[src/rtl/updown_counter_pkg.sv]
// ---------------------------------------------------------------------------
// updown_counter_pkg
//   Shared types for the up/down counter bank.
//   op_t      : per-channel operation selected for the current cycle
//   mode_t    : end-of-range behaviour (wrap around or saturate)
//   decode_op : resolves the load/inc/dec strobes into one operation.
//               Priority is load, then exactly one of inc/dec, then hold.
// ---------------------------------------------------------------------------
package updown_counter_pkg;

    typedef enum logic [1:0] {OP_HOLD, OP_INC, OP_DEC, OP_LOAD} op_t;
    typedef enum logic {MODE_WRAP, MODE_SAT} mode_t;

    function automatic op_t decode_op(input logic load, input logic inc, input logic dec);
        if (load)
            return OP_LOAD;
        if (inc && !dec)
            return OP_INC;
        if (dec && !inc)
            return OP_DEC;
        return OP_HOLD;  // no strobe, or inc and dec cancel each other
    endfunction

endpackage

[src/rtl/updown_counter_bank_channel.sv]
// ---------------------------------------------------------------------------
// updown_counter_channel
//   One modulo-COUNT up/down counter with parallel load and wrap/saturate mode.
//   Ports:
//     clock, reset_n         : clock, synchronous active-low reset
//     i_inc, i_dec, i_load   : strobes (load > inc^dec > hold)
//     i_load_val [WIDTH]     : load value, clamped to COUNT-1
//     i_sat                  : 0 = wrap, 1 = saturate
//     o_count [WIDTH]        : registered count
//     o_wrap_up, o_wrap_dn   : registered one-cycle wrap pulses
//     o_wrap_up_cond/_dn_cond: combinational "wrapping this cycle" (carry out)
//     o_at_max, o_at_zero    : decode of the registered count
// ---------------------------------------------------------------------------
module updown_counter_channel
    import updown_counter_pkg::*;
#(
    parameter int COUNT = 16,
    parameter int WIDTH = 4
) (
    input  logic             clock,
    input  logic             reset_n,
    input  logic             i_inc,
    input  logic             i_dec,
    input  logic             i_load,
    input  logic [WIDTH-1:0] i_load_val,
    input  logic             i_sat,
    output logic [WIDTH-1:0] o_count,
    output logic             o_wrap_up,
    output logic             o_wrap_dn,
    output logic             o_wrap_up_cond,
    output logic             o_wrap_dn_cond,
    output logic             o_at_max,
    output logic             o_at_zero
);

    localparam logic [WIDTH-1:0] MAX_VAL = WIDTH'(COUNT - 1);

    logic [WIDTH-1:0] r_count;
    logic             r_wrap_up;
    logic             r_wrap_dn;
    logic [WIDTH-1:0] w_count_next;
    logic [WIDTH-1:0] w_load_clamped;
    logic             w_wrap_up;
    logic             w_wrap_dn;
    op_t              w_op;
    mode_t            w_mode;

    assign w_op   = decode_op(i_load, i_inc, i_dec);
    assign w_mode = mode_t'(i_sat);

    // When COUNT fills the WIDTH-bit range no load value can exceed COUNT-1,
    // so the clamp comparator is only built for non-power-of-two moduli.
    generate
        if ((1 << WIDTH) > COUNT) begin : g_clamp
            assign w_load_clamped = (i_load_val > MAX_VAL) ? MAX_VAL : i_load_val;
        end else begin : g_no_clamp
            assign w_load_clamped = i_load_val;
        end
    endgenerate

    always_comb begin
        w_count_next = r_count;
        w_wrap_up    = 1'b0;
        w_wrap_dn    = 1'b0;
        case (w_op)
            OP_LOAD: w_count_next = w_load_clamped;
            OP_INC: begin
                if (r_count != MAX_VAL) begin
                    w_count_next = r_count + 1'b1;
                end else if (w_mode == MODE_WRAP) begin
                    w_count_next = '0;
                    w_wrap_up    = 1'b1;
                end
            end
            OP_DEC: begin
                if (r_count != '0) begin
                    w_count_next = r_count - 1'b1;
                end else if (w_mode == MODE_WRAP) begin
                    w_count_next = MAX_VAL;
                    w_wrap_dn    = 1'b1;
                end
            end
            default: ;
        endcase
    end

    always_ff @(posedge clock) begin
        if (!reset_n) begin
            r_count   <= '0;
            r_wrap_up <= 1'b0;
            r_wrap_dn <= 1'b0;
        end else begin
            r_count   <= w_count_next;
            r_wrap_up <= w_wrap_up;
            r_wrap_dn <= w_wrap_dn;
        end
    end

    assign o_count        = r_count;
    assign o_wrap_up      = r_wrap_up;
    assign o_wrap_dn      = r_wrap_dn;
    assign o_wrap_up_cond = w_wrap_up;
    assign o_wrap_dn_cond = w_wrap_dn;
    assign o_at_max       = (r_count == MAX_VAL);
    assign o_at_zero      = (r_count == '0);

endmodule

[src/rtl/updown_counter_bank.sv]
// ---------------------------------------------------------------------------
// updown_counter_bank
//   Bank of CHANNELS modulo-COUNT up/down counters (one
//   updown_counter_channel each). Channel k uses bits [k*WIDTH +: WIDTH] of the
//   packed i_load_val / o_count buses.
//   Ports: clock, reset_n (sync, active-low), i_inc, i_dec, i_load, i_sat
//   [CHANNELS], i_load_val [CHANNELS*WIDTH], o_count [CHANNELS*WIDTH],
//   o_wrap_up, o_wrap_dn, o_at_max, o_at_zero [CHANNELS].
//   Build option UPDOWN_COUNTER_CASCADE_EN: channel k>0 additionally counts
//   up/down on the same-cycle wrap of channel k-1 (multi-digit counter,
//   channel 0 least significant). Without it channels are independent.
// ---------------------------------------------------------------------------
module updown_counter_bank
    import updown_counter_pkg::*;
#(
    parameter int  COUNT    = 16,
    parameter int  CHANNELS = 4,
    localparam int WIDTH    = (COUNT <= 2) ? 1 : $clog2(COUNT)
) (
    input  logic                      clock,
    input  logic                      reset_n,
    input  logic [CHANNELS-1:0]       i_inc,
    input  logic [CHANNELS-1:0]       i_dec,
    input  logic [CHANNELS-1:0]       i_load,
    input  logic [CHANNELS*WIDTH-1:0] i_load_val,
    input  logic [CHANNELS-1:0]       i_sat,
    output logic [CHANNELS*WIDTH-1:0] o_count,
    output logic [CHANNELS-1:0]       o_wrap_up,
    output logic [CHANNELS-1:0]       o_wrap_dn,
    output logic [CHANNELS-1:0]       o_at_max,
    output logic [CHANNELS-1:0]       o_at_zero
);

    logic [CHANNELS-1:0] w_inc_eff;
    logic [CHANNELS-1:0] w_dec_eff;
    logic [CHANNELS-1:0] w_wrap_up_cond;
    logic [CHANNELS-1:0] w_wrap_dn_cond;
    logic                w_unused_cond;

    // The last channel's carry (and every carry in the independent build)
    // has no consumer.
    assign w_unused_cond = ^{w_wrap_up_cond, w_wrap_dn_cond};

    generate
        for (genvar gi = 0; gi < CHANNELS; gi++) begin : g_ch
`ifdef UPDOWN_COUNTER_CASCADE_EN
            if (gi == 0) begin : g_lsd
                assign w_inc_eff[gi] = i_inc[gi];
                assign w_dec_eff[gi] = i_dec[gi];
            end else begin : g_carry
                // Carry ripples combinationally; a load below produces no carry
                // because the wrap condition is only raised for inc/dec ops.
                assign w_inc_eff[gi] = i_inc[gi] | w_wrap_up_cond[gi-1];
                assign w_dec_eff[gi] = i_dec[gi] | w_wrap_dn_cond[gi-1];
            end
`else
            assign w_inc_eff[gi] = i_inc[gi];
            assign w_dec_eff[gi] = i_dec[gi];
`endif
            updown_counter_channel #(
                .COUNT (COUNT),
                .WIDTH (WIDTH)
            ) u_channel (
                .clock          (clock),
                .reset_n        (reset_n),
                .i_inc          (w_inc_eff[gi]),
                .i_dec          (w_dec_eff[gi]),
                .i_load         (i_load[gi]),
                .i_load_val     (i_load_val[gi*WIDTH +: WIDTH]),
                .i_sat          (i_sat[gi]),
                .o_count        (o_count[gi*WIDTH +: WIDTH]),
                .o_wrap_up      (o_wrap_up[gi]),
                .o_wrap_dn      (o_wrap_dn[gi]),
                .o_wrap_up_cond (w_wrap_up_cond[gi]),
                .o_wrap_dn_cond (w_wrap_dn_cond[gi]),
                .o_at_max       (o_at_max[gi]),
                .o_at_zero      (o_at_zero[gi])
            );
        end
    endgenerate

endmodule

[config.mk]
export PLATFORM = sky130hd
export DESIGN_NAME = updown_counter_bank
export DESIGN_NICKNAME = d
export VERILOG_FILES = /design/src/rtl/updown_counter_pkg.sv /design/src/rtl/updown_counter_bank_channel.sv /design/src/rtl/updown_counter_bank.sv
export SDC_FILE = /design/constraint.sdc
export NUM_CORES = 1
export LEC_CHECK = 0
export ABC_AREA = 1
export BUFFER_PORTS_ARGS = -buffer_cell sky130_fd_sc_hd__buf_2
export CORE_MARGIN = 8
export CORE_UTILIZATION = 47
export DETAILED_ROUTE_END_ITERATION = 12
export GPL_ROUTABILITY_DRIVEN = 1
export PLACE_DENSITY = 0.83
export REMOVE_ABC_BUFFERS = 1
export SLEW_MARGIN = 20
export SYNTH_ARGS = -nofsm -noshare
export SYNTH_HDL_FRONTEND = slang
export SYNTH_SLANG_ARGS = --single-unit
[constraint.sdc]
create_clock -name clock -period 1.8 [get_ports clock]
set_input_delay 0.09 -clock clock [delete_from_list [all_inputs] [get_ports clock]]
set_output_delay 0.09 -clock clock [all_outputs]
set_load 0.05 [all_outputs]
Yosys cells after proc, flatten, opt, wreduce, memory -nomap -nowiden
Cells that the tools add are included.

Register bits after elaboration: 24. Output and inout bits: 32. ROM bits: 0. Input port bits: 34. RAM bits: 0. Latch bits: 0. Memories: 0.

Eq/ne operators: 28. $add $sub $neg: 8. Multipliers: 0. Shift-type cells: 0. Muxes and demuxes: 72. Reduce and logical (&&, ||, !) cells: 40. $lt $le $gt $ge: 0. Divide/modulo/power cells: 0. Bitwise operators: 9.

Operators by type and width (number): two-way mux 4 bit (16); two-way mux 2 bit (24); case mux 4 bit (3 select lines) (4); two-way mux 1 bit (28); inequality test 3 x 2 -> 1 bit (second input constant) (8); OR reduction 3 bit (8); adder 4 x 1 -> 4 bit (second input constant) (4); equality test 2 bit (second input constant) (8); equality test 4 bit (second input constant) (4); zero test 4 bit (4); inequality test 4 bit (second input constant) (4); nonzero test 4 bit (4); subtractor 4 x 1 -> 4 bit (second input constant) (4); AND reduction 3 bit (4); nonzero test 3 bit (4); NOT 1 bit (9); equality test 2 x 1 -> 1 bit (second input constant) (4); logical AND 1 bit (8); zero test 1 bit (8).

Logic depth before layout (Yosys ltp)
Gate-level depths: netlist of the first run.

Depth after elaboration: 12. Depth in mapped cells: 11. Gate-level depth less buffers: 11.

By module
Synthesis of the first run repeated with hierarchy kept, for this count alone.

Cells, all modules: 348. Area, all modules: 2232.1 um2.

Modules (own cells, without submodules): updown_counter_channel (area an instance 558.0 um2, cells an instance 87, instances 4).

Least setup slack after synthesis of the first run
No wires, ideal clock.

Path kind: register to register. From: reg g_ch[0].u_channel.r_count[0]. To: reg g_ch[0].u_channel.r_count[2]. Required time: 1685 ps. Stages on the path, launching flop included: 10. Arrival time: 1607 ps. Setup slack: 79 ps. Cells stage by stage: dfxtp_1 > inv_1 > ha_1 > inv_1 > nand2_1 > nand3_1 > o21ai_1 > nand2_1 > nand2_1 > o21a_1.

Cells in the longest elaborated chain, start to end: 3. Elaborated cells between the ends (all ways): 10. Classes of those cells: 2 x add/sub; 3 x eq/ne; 3 x mux; 2 x reduce/logical.

RTL lines: start: declaration (line updown_counter_bank_channel.sv:38) `logic [WIDTH-1:0] r_count;`; start signal: assignment (line updown_counter_bank_channel.sv:93) `r_count <= w_count_next;`; subtractor 4 x 1 -> 4 bit (tied with other cells) (line updown_counter_bank_channel.sv:77) `w_count_next = r_count - 1'b1;`; two-way mux 4 bit (tied with other cells) (line updown_counter_bank_channel.sv:76) `if (r_count != '0) begin`; case mux 4 bit (3 select lines) or AND reduction 3 bit (tied branches).

Parallel ways exist; a longest one is shown, timed or not. A chain may end at the register's enable or synchronous reset.

Worst setup path after layout of the first run
From: reg g_ch[1].u_channel.r_count[0]. To: out o_at_zero[1].

Cells in the longest elaborated chain, start to end: 1.

RTL lines: start: declaration (line updown_counter_bank_channel.sv:38); start signal: assignment (line updown_counter_bank_channel.sv:93); zero test 4 bit (line updown_counter_bank_channel.sv:105) `assign o_at_zero = (r_count == '0);`; end: declaration (line updown_counter_bank.sv:31) `output logic [CHANNELS-1:0] o_at_zero`.

No other way between the ends.

==> out/summary.txt, run 1 <==
Status = finished, final reports clean
Fill cell total of the finished layout = 459
Period utilization = 94.24%
Residual overflow from global routing = 0
Via count of the first global-routing pass = 1971
I/O pin total = 66
Die outline height = 84.94 um
Pwr dens = 834.1 nW/um^2
Clock share of power = 23.1%
Setup repair after global routing missed its margin = false
Total inserted antenna cells = 0
Clk sinks = 24
Net switching power figure = 921.6 uW
Max Buffers Root-to-Sink = 2
Count of endpoints failing hold in the final timing report = 0
Startpoint of the worst register-to-register path = g_ch[3].u_channel.o_count[0]$_SDFFE_PN0P_
Cell internal pwr = 1172 uW
Number of hold buffers added after cts = 0
Insertion delay to the later sink of the worst-skew pair = 0.27 ns
Clock period minus worst slack = 1.696 ns
Buffers inserted during post-CTS setup optimization = 0
Slew @ Worst Pin = 0.4338 ns
Maximum number of pins on one net before global-route repair = 18
Number of routed nets with antenna violations = 0
Wire length of the first global-routing pass = 8631 um
Initial core utilization = 47.92%
Floorplan Core Area = 4661 um^2
Utilization after layout = 53.85%
Average wire per standard cell = 11.95 um
Leading cell type in the layout, fill and taps excluded = buf_2
Required time at the worst-slack endpoint = 1.71 ns
Max-capacitance violation count = 0
CTS H-tree depth = 1
Number of search-and-repair iterations in the first detailed-routing pass = 4
Data arrival time of the critical path = 1.61 ns
Leading cell types in the layout, fill and taps excluded = buf_2, nand2_1, inv_1
Horizontal extent of the die = 84.94 um
Mapped cell area = 2233 um^2
Residual DRC count = 0
Worst Clk Skew = 0.007688 ns
Proportion of power drawn by combinational gates = 44.2%
Count of routing violations after the opening detailed-route iteration = 63
Via density = 5.117
Syn. warnings = 0
Sequential fraction of design power = 32.7%
Fraction of final layout cells sized beyond drive strength 1 = 25.33%
Half-perimeter wire length after detailed placement = 4164 um
Final weighted congestion in routability-driven placement = 0.8860
Slew headroom = 71.04%
Final WL = 5126 um
Endpoints failing setup = 0
Switching part of the total = 44.02%
Yosys reg bits = 24
Clock transition at the registers of the reported paths = 0.10 ns
Total non-filler cell area in the finished layout = 2510 um^2
Overall via count from detail_route = 2195
Critical path class = flip-flop to primary output
Category of the worst setup path capture point = primary output
Synth unique cells = 22
Achievable clock frequency = 0.5895 GHz
Area delta synth->final = 12.38%
Post-Synthesis Cells = 330
CTS tree = yes
Crit. Startpoint = g_ch[1].u_channel.o_count[0]$_SDFFE_PN0P_
Average cell area after synthesis = 6.768 um^2
Count of nets after finishing = 430
Count of final max-slew check failures = 0
VDD IR-drop max = 366.4 uV
Largest driver fanout on the critical path = 6
Overall die area = 7214 um^2
Number of rows in the core area = 25
Port bufs = 65
Tightest Hold Check Type = input port to flip-flop
GR Util All Layers = 14.03%
Antenna violations before repair = 0
Sequential-to-total area share from yosys stat = 21.51%
CTS root buf = clkbuf_8
Category of the worst setup path launch point = flip-flop
Instance area after placement = 2430 um^2
Number of buffers added by the clock tree synthesis step = 3
Pleak = 0.001314 uW
Hold Path Origin = i_sat[1]
PostCTS Resize Cnt = 0
cells by family after synthesis:
family                   count (synthesis)  synth area share [%]
adder cells (fa/ha/maj)                 20                 11.20
flip-flops                              24                 21.51
buffers and inverters                   77                 17.70
XOR/XNOR                                 4                 1.568
AO/OA/AOI/OAI                           48                 11.54
AND/OR/NAND/NOR                        157                 36.47
area by class of cell:
type	count	area [um^2]	share of cell area (%)
Clock buffer	3	41.29	1.645
Clock inverter	1	30.03	1.196
Multi-Input combinational cell	229	1358	54.09
Timing Repair Buffer	65	334.1	13.31
Tap cell	54	67.56	2.692
Sequential cell	24	480.5	19.14
Inverter	53	198.9	7.926
Yosys cell counts:
| cell type | n | area [um^2] |
|---|---|---|
| nor3_1 | 2 | 10.01 |
| nor4_1 | 4 | 25.02 |
| nand4_1 | 10 | 62.56 |
| nand2_1 | 59 | 221.5 |
| buf_2 | 1 | 5.000 |
| nand3_2 | 5 | 50.05 |
| inv_2 | 9 | 33.78 |
| o21ai_0 | 9 | 45.04 |
| nand3_1 | 33 | 165.2 |
| a21oi_1 | 22 | 110.1 |
| nand3_4 | 7 | 122.6 |
| a21oi_2 | 2 | 17.52 |
| buf_6 | 5 | 56.30 |
| buf_4 | 18 | 135.1 |
| nor2_1 | 34 | 127.6 |
| nor3_2 | 3 | 30.03 |
| ha_1 | 20 | 250.2 |
| dfxtp_1 | 24 | 480.5 |
| o21a_1 | 4 | 30.03 |
| o21ai_1 | 11 | 55.05 |
| xnor2_1 | 4 | 35.03 |
| inv_1 | 44 | 165.2 |
worst paths after layout:
check	endpoint	slack [ns]	depth (start not counted)
worst min-delay path	g_ch[1].u_channel.o_wrap_dn$_SDFF_PP0_	0.01	2
worst max register to register	g_ch[3].u_channel.o_count[0]$_SDFFE_PN0P_	0.30	8
worst min register to register	g_ch[0].u_channel.o_count[0]$_SDFFE_PN0P_	0.54	2
worst max-delay path	o_at_zero[1]	0.10	5
flip-flops by register name, summed over array words and instances, names as in the netlist:
register                  count
g_ch.u_channel.o_count       16
g_ch.u_channel.o_wrap_dn      4
g_ch.u_channel.o_wrap_up      4
metal layers:
metal	vias up	share of wire, %	track usage (%)
met5	-	0	0
met1	968	42	15.91
met2	70	49	25.41
li1	1155	-	-
met3	2	8.0	3.668
met4	0	0.37	3.236
power by group through the flow:
stage	clock (uW)	combinational [uW]	sequential, uW
finish	484	925	684
global route	520	1030	695
CTS	496	918	682
detailed placement	0	916	694
global placement	0	900	691
floorplan	0	539	849
critical path, stage by stage, from the launching register on:
cell and delay [ns]:
dfxtp_1 0.37, inv_1 0.15, ha_1 0.24, inv_1 0.08, nor3_2 0.19, buf_2 0.31
per-stage QoR:
| stage | total power [uW] | cells | worst slack, ns | TNS, ns | hold WS [ns] |
|---|---|---|---|---|---|
| floorplan | 1387 | 306 | -0.2625 | -1.838 | 0.1624 |
| global placement | 1591 | 425 | 0.3806 | 0 | 0.3086 |
| detailed placement | 1610 | 425 | 0.3293 | 0 | 0.3080 |
| CTS | 2096 | 429 | 0.09375 | 0 | 0.009353 |
| global route | 2243 | 429 | 0.01804 | 0 | 0.008906 |
| finish | 2093 | 429 | 0.1037 | 0 | 0.01499 |
Note: power is estimated with default switching activity, not from simulation.
==> inputs of run 2 (changes only) <==
--- a/config.mk
+++ b/config.mk
@@ -7,6 +7,7 @@
 export LEC_CHECK = 0
 export ABC_AREA = 1
 export BUFFER_PORTS_ARGS = -buffer_cell sky130_fd_sc_hd__buf_2
+export CORE_ASPECT_RATIO = 1.2
 export CORE_MARGIN = 8
 export CORE_UTILIZATION = 47
 export DETAILED_ROUTE_END_ITERATION = 12
==> run 2 against run 1 <==
Effect of this change:
- clock skew decreased by 0.0043 ns
- worst setup slack improved by 0.0052 ns
- cell area about the same
- sequential share of layout area is essentially flat
- routed wire length is 3.0% higher
- highest routed layer unchanged
- register-to-register slack about the same
- combinational power shrank 0.6%
- sequential cell count unchanged
- count of clock-buffer cells in the layout did not move
- maximum frequency grew 0.31%
==> out/summary.txt, run 2 (same netlist as run 1, synthesis figures left out) <==
Horizontal extent of the die = 78.93 um (was 84.94 um)
GR Util All Layers = 14.80% (was 14.03%)
Max incr delay on CP = 0.37 ns (about the same)
Required time at the worst-slack endpoint = 1.71 ns (about the same)
Slew headroom = 71.68% (was 71.04%)
Leading cell types in the layout, fill and taps excluded = buf_2, nand2_1, inv_1 (unchanged)
CTS root buf = clkbuf_8 (unchanged)
Port bufs = 65 (unchanged)
I/O pin total = 66 (unchanged)
Overall die area = 7222 um^2 (was 7214 um^2)
Die outline height = 91.51 um (was 84.94 um)
Final WL = 5278 um (was 5126 um)
Number of flip-flops under the largest register name = 16 (unchanged)
Count of routing violations after the opening detailed-route iteration = 127 (was 63)
Buffers inserted during post-CTS setup optimization = 0 (unchanged)
Clock period minus worst slack = 1.691 ns (was 1.696 ns)
Max Buffers Root-to-Sink = 2 (unchanged)
Area delta synth->final = 12.44% (was 12.38%)
Number of rows in the core area = 27 (was 25)
Worst path setup slack after routing = 0.1089 ns (was 0.1037 ns)
Count of final max-slew check failures = 0 (unchanged)
Number of search-and-repair iterations in the first detailed-routing pass = 4 (unchanged)
Tightest Hold Check Type = input port to flip-flop (unchanged)
Half-perimeter wire length after detailed placement = 4226 um (was 4164 um)
Largest driver fanout on the critical path = 6 (unchanged)
Setup repair after global routing missed its margin = false (unchanged)
Period utilization = 93.95% (was 94.24%)
Critical path class = flip-flop to primary output (unchanged)
Cell internal pwr = 1167 uW (was 1172 uW)
Pwr dens = 829.0 nW/um^2 (was 834.1 nW/um^2)
Ordered cell list for the critical path = inv_1 -> ha_1 -> inv_1 -> nor3_2 -> clkbuf_4 (was inv_1 -> ha_1 -> inv_1 -> nor3_2 -> buf_2)
Most Frequent Cell on Critical Path = inv_1 (unchanged)
Sequential fraction of design power = 32.9% (was 32.7%)
Insertion delay to the later sink of the worst-skew pair = 0.26 ns (was 0.27 ns)
Max-capacitance violation count = 0 (unchanged)
Residual DRC count = 0 (unchanged)
Cell type of the slowest stage on the worst timing path = dfxtp_1 (unchanged)
Pleak = 0.001313 uW (was 0.001314 uW)
Total non-filler cell area in the finished layout = 2511 um^2 (was 2510 um^2)
Final weighted congestion in routability-driven placement = 0.8605 (was 0.8860)
Data arrival time of the critical path = 1.60 ns (was 1.61 ns)
Via count of the first global-routing pass = 2111 (was 1971)
Average wire per standard cell = 12.19 um (was 11.95 um)
Clk sinks = 24 (unchanged)
Via density = 5.115 (was 5.117)
Residual overflow from global routing = 0 (unchanged)
Status = finished, final reports clean (unchanged)
Endpoints failing setup = 0 (unchanged)
Wire length of the first global-routing pass = 9114 um (was 8631 um)
Count of endpoints failing hold in the final timing report = 0 (unchanged)
Net switching power figure = 914.5 uW (was 921.6 uW)
Clock share of power = 23.0% (was 23.1%)
Initial core utilization = 48.61% (was 47.92%)
Total inserted antenna cells = 0 (unchanged)
Switching part of the total = 43.93% (was 44.02%)
CTS H-tree depth = 1 (unchanged)
Count of nets after finishing = 430 (unchanged)
VDD IR-drop max = 510.0 uV (was 366.4 uV)
Category of the worst setup path launch point = flip-flop (unchanged)
Proportion of power drawn by combinational gates = 44.1% (was 44.2%)
Antenna violations before repair = 0 (unchanged)
Slew @ Worst Pin = 0.4242 ns (was 0.4338 ns)
Leading cell type in the layout, fill and taps excluded = buf_2 (unchanged)
Floorplan Core Area = 4594 um^2 (was 4661 um^2)
Clock transition at the registers of the reported paths = 0.09 ns (was 0.10 ns)
Number of buffers added by the clock tree synthesis step = 3 (unchanged)
PostCTS Resize Cnt = 0 (unchanged)
Instance area after placement = 2435 um^2 (was 2430 um^2)
CTS tree = yes (unchanged)
Maximum number of pins on one net before global-route repair = 18 (unchanged)
Achievable clock frequency = 0.5913 GHz (was 0.5895 GHz)
Pre-CTS WS = 0.3267 ns (was 0.3293 ns)
Category of the worst setup path capture point = primary output (unchanged)
Number of hold buffers added after cts = 0 (unchanged)
Worst Clk Skew = 0.003436 ns (was 0.007688 ns)
Overall via count from detail_route = 2215 (was 2195)
Fraction of final layout cells sized beyond drive strength 1 = 25.33% (unchanged)
Number of routed nets with antenna violations = 0 (unchanged)
run 2: cell types whose count changed in the layout (fill, tap and decap cells not counted), sizes merged:
cell    previous run  this run
clkbuf             4         5
buf               64        63
run 2: power by group through the flow:
stage | registers, uW | logic (uW) | clock network, uW
floorplan | 849 | 539 | 0
global placement | 692 | 898 | 0
detailed placement | 697 | 914 | 0
CTS | 684 | 917 | 499
global route | 696 | 1020 | 518
finish | 685 | 919 | 478
run 2: layer usage:
layer  GRT usage [%]  routed length [um]
met2           28.17                2747
met5               0                   0
met1           15.90                2172
met4           3.406                  40
met3           3.156                 317
run 2: per-stage QoR:
step           setup TNS [ns]  total power, uW  util (%)  std cells  hold slack (ns)
6_report                    0             2082     54.66        433          0.02650
5_1_grt                     0             2236     54.66        433          0.01481
4_1_cts                     0             2100     54.55        433          0.01684
3_5_place_dp                0             1611     53.00        429           0.3129
3_3_place_gp                0             1590     53.00        429           0.3083
2_1_floorplan          -1.838             1387         -        306           0.1624
run 2: final cells by class:
cell class / instances / area (um^2)
Fill cell: 504 / 2083
Multi-Input combinational cell: 229 / 1358
Sequential cell: 24 / 480.5
Timing Repair Buffer: 65 / 330.3
Inverter: 53 / 198.9
Tap cell: 58 / 72.57
Clock buffer: 3 / 41.29
Clock inverter: 1 / 30.03
run 2: final timing paths:
check                                                               start                                         to  slack, ns  cells after the start
worst min register to register  g_ch[3].u_channel.o_count[0]$_SDFFE_PN0P_  g_ch[3].u_channel.o_count[0]$_SDFFE_PN0P_       0.55                      2
worst max-delay path            g_ch[1].u_channel.o_count[0]$_SDFFE_PN0P_                               o_at_zero[1]       0.11                      5
worst min-delay path                                             i_sat[0]     g_ch[0].u_channel.o_wrap_dn$_SDFF_PP0_       0.03                      2
worst max register to register  g_ch[0].u_channel.o_count[0]$_SDFFE_PN0P_  g_ch[0].u_channel.o_count[3]$_SDFFE_PN0P_       0.30                      7
run 2: critical path: cells and delay by family (launching register included):
| kind | cells | cell delay, ns |
|---|---|---|
| adder cells (fa/ha/maj) | 1 | 0.23 |
| buffers and inverters | 3 | 0.52 |
| flip-flops | 1 | 0.37 |
| AND/OR/NAND/NOR | 1 | 0.21 |
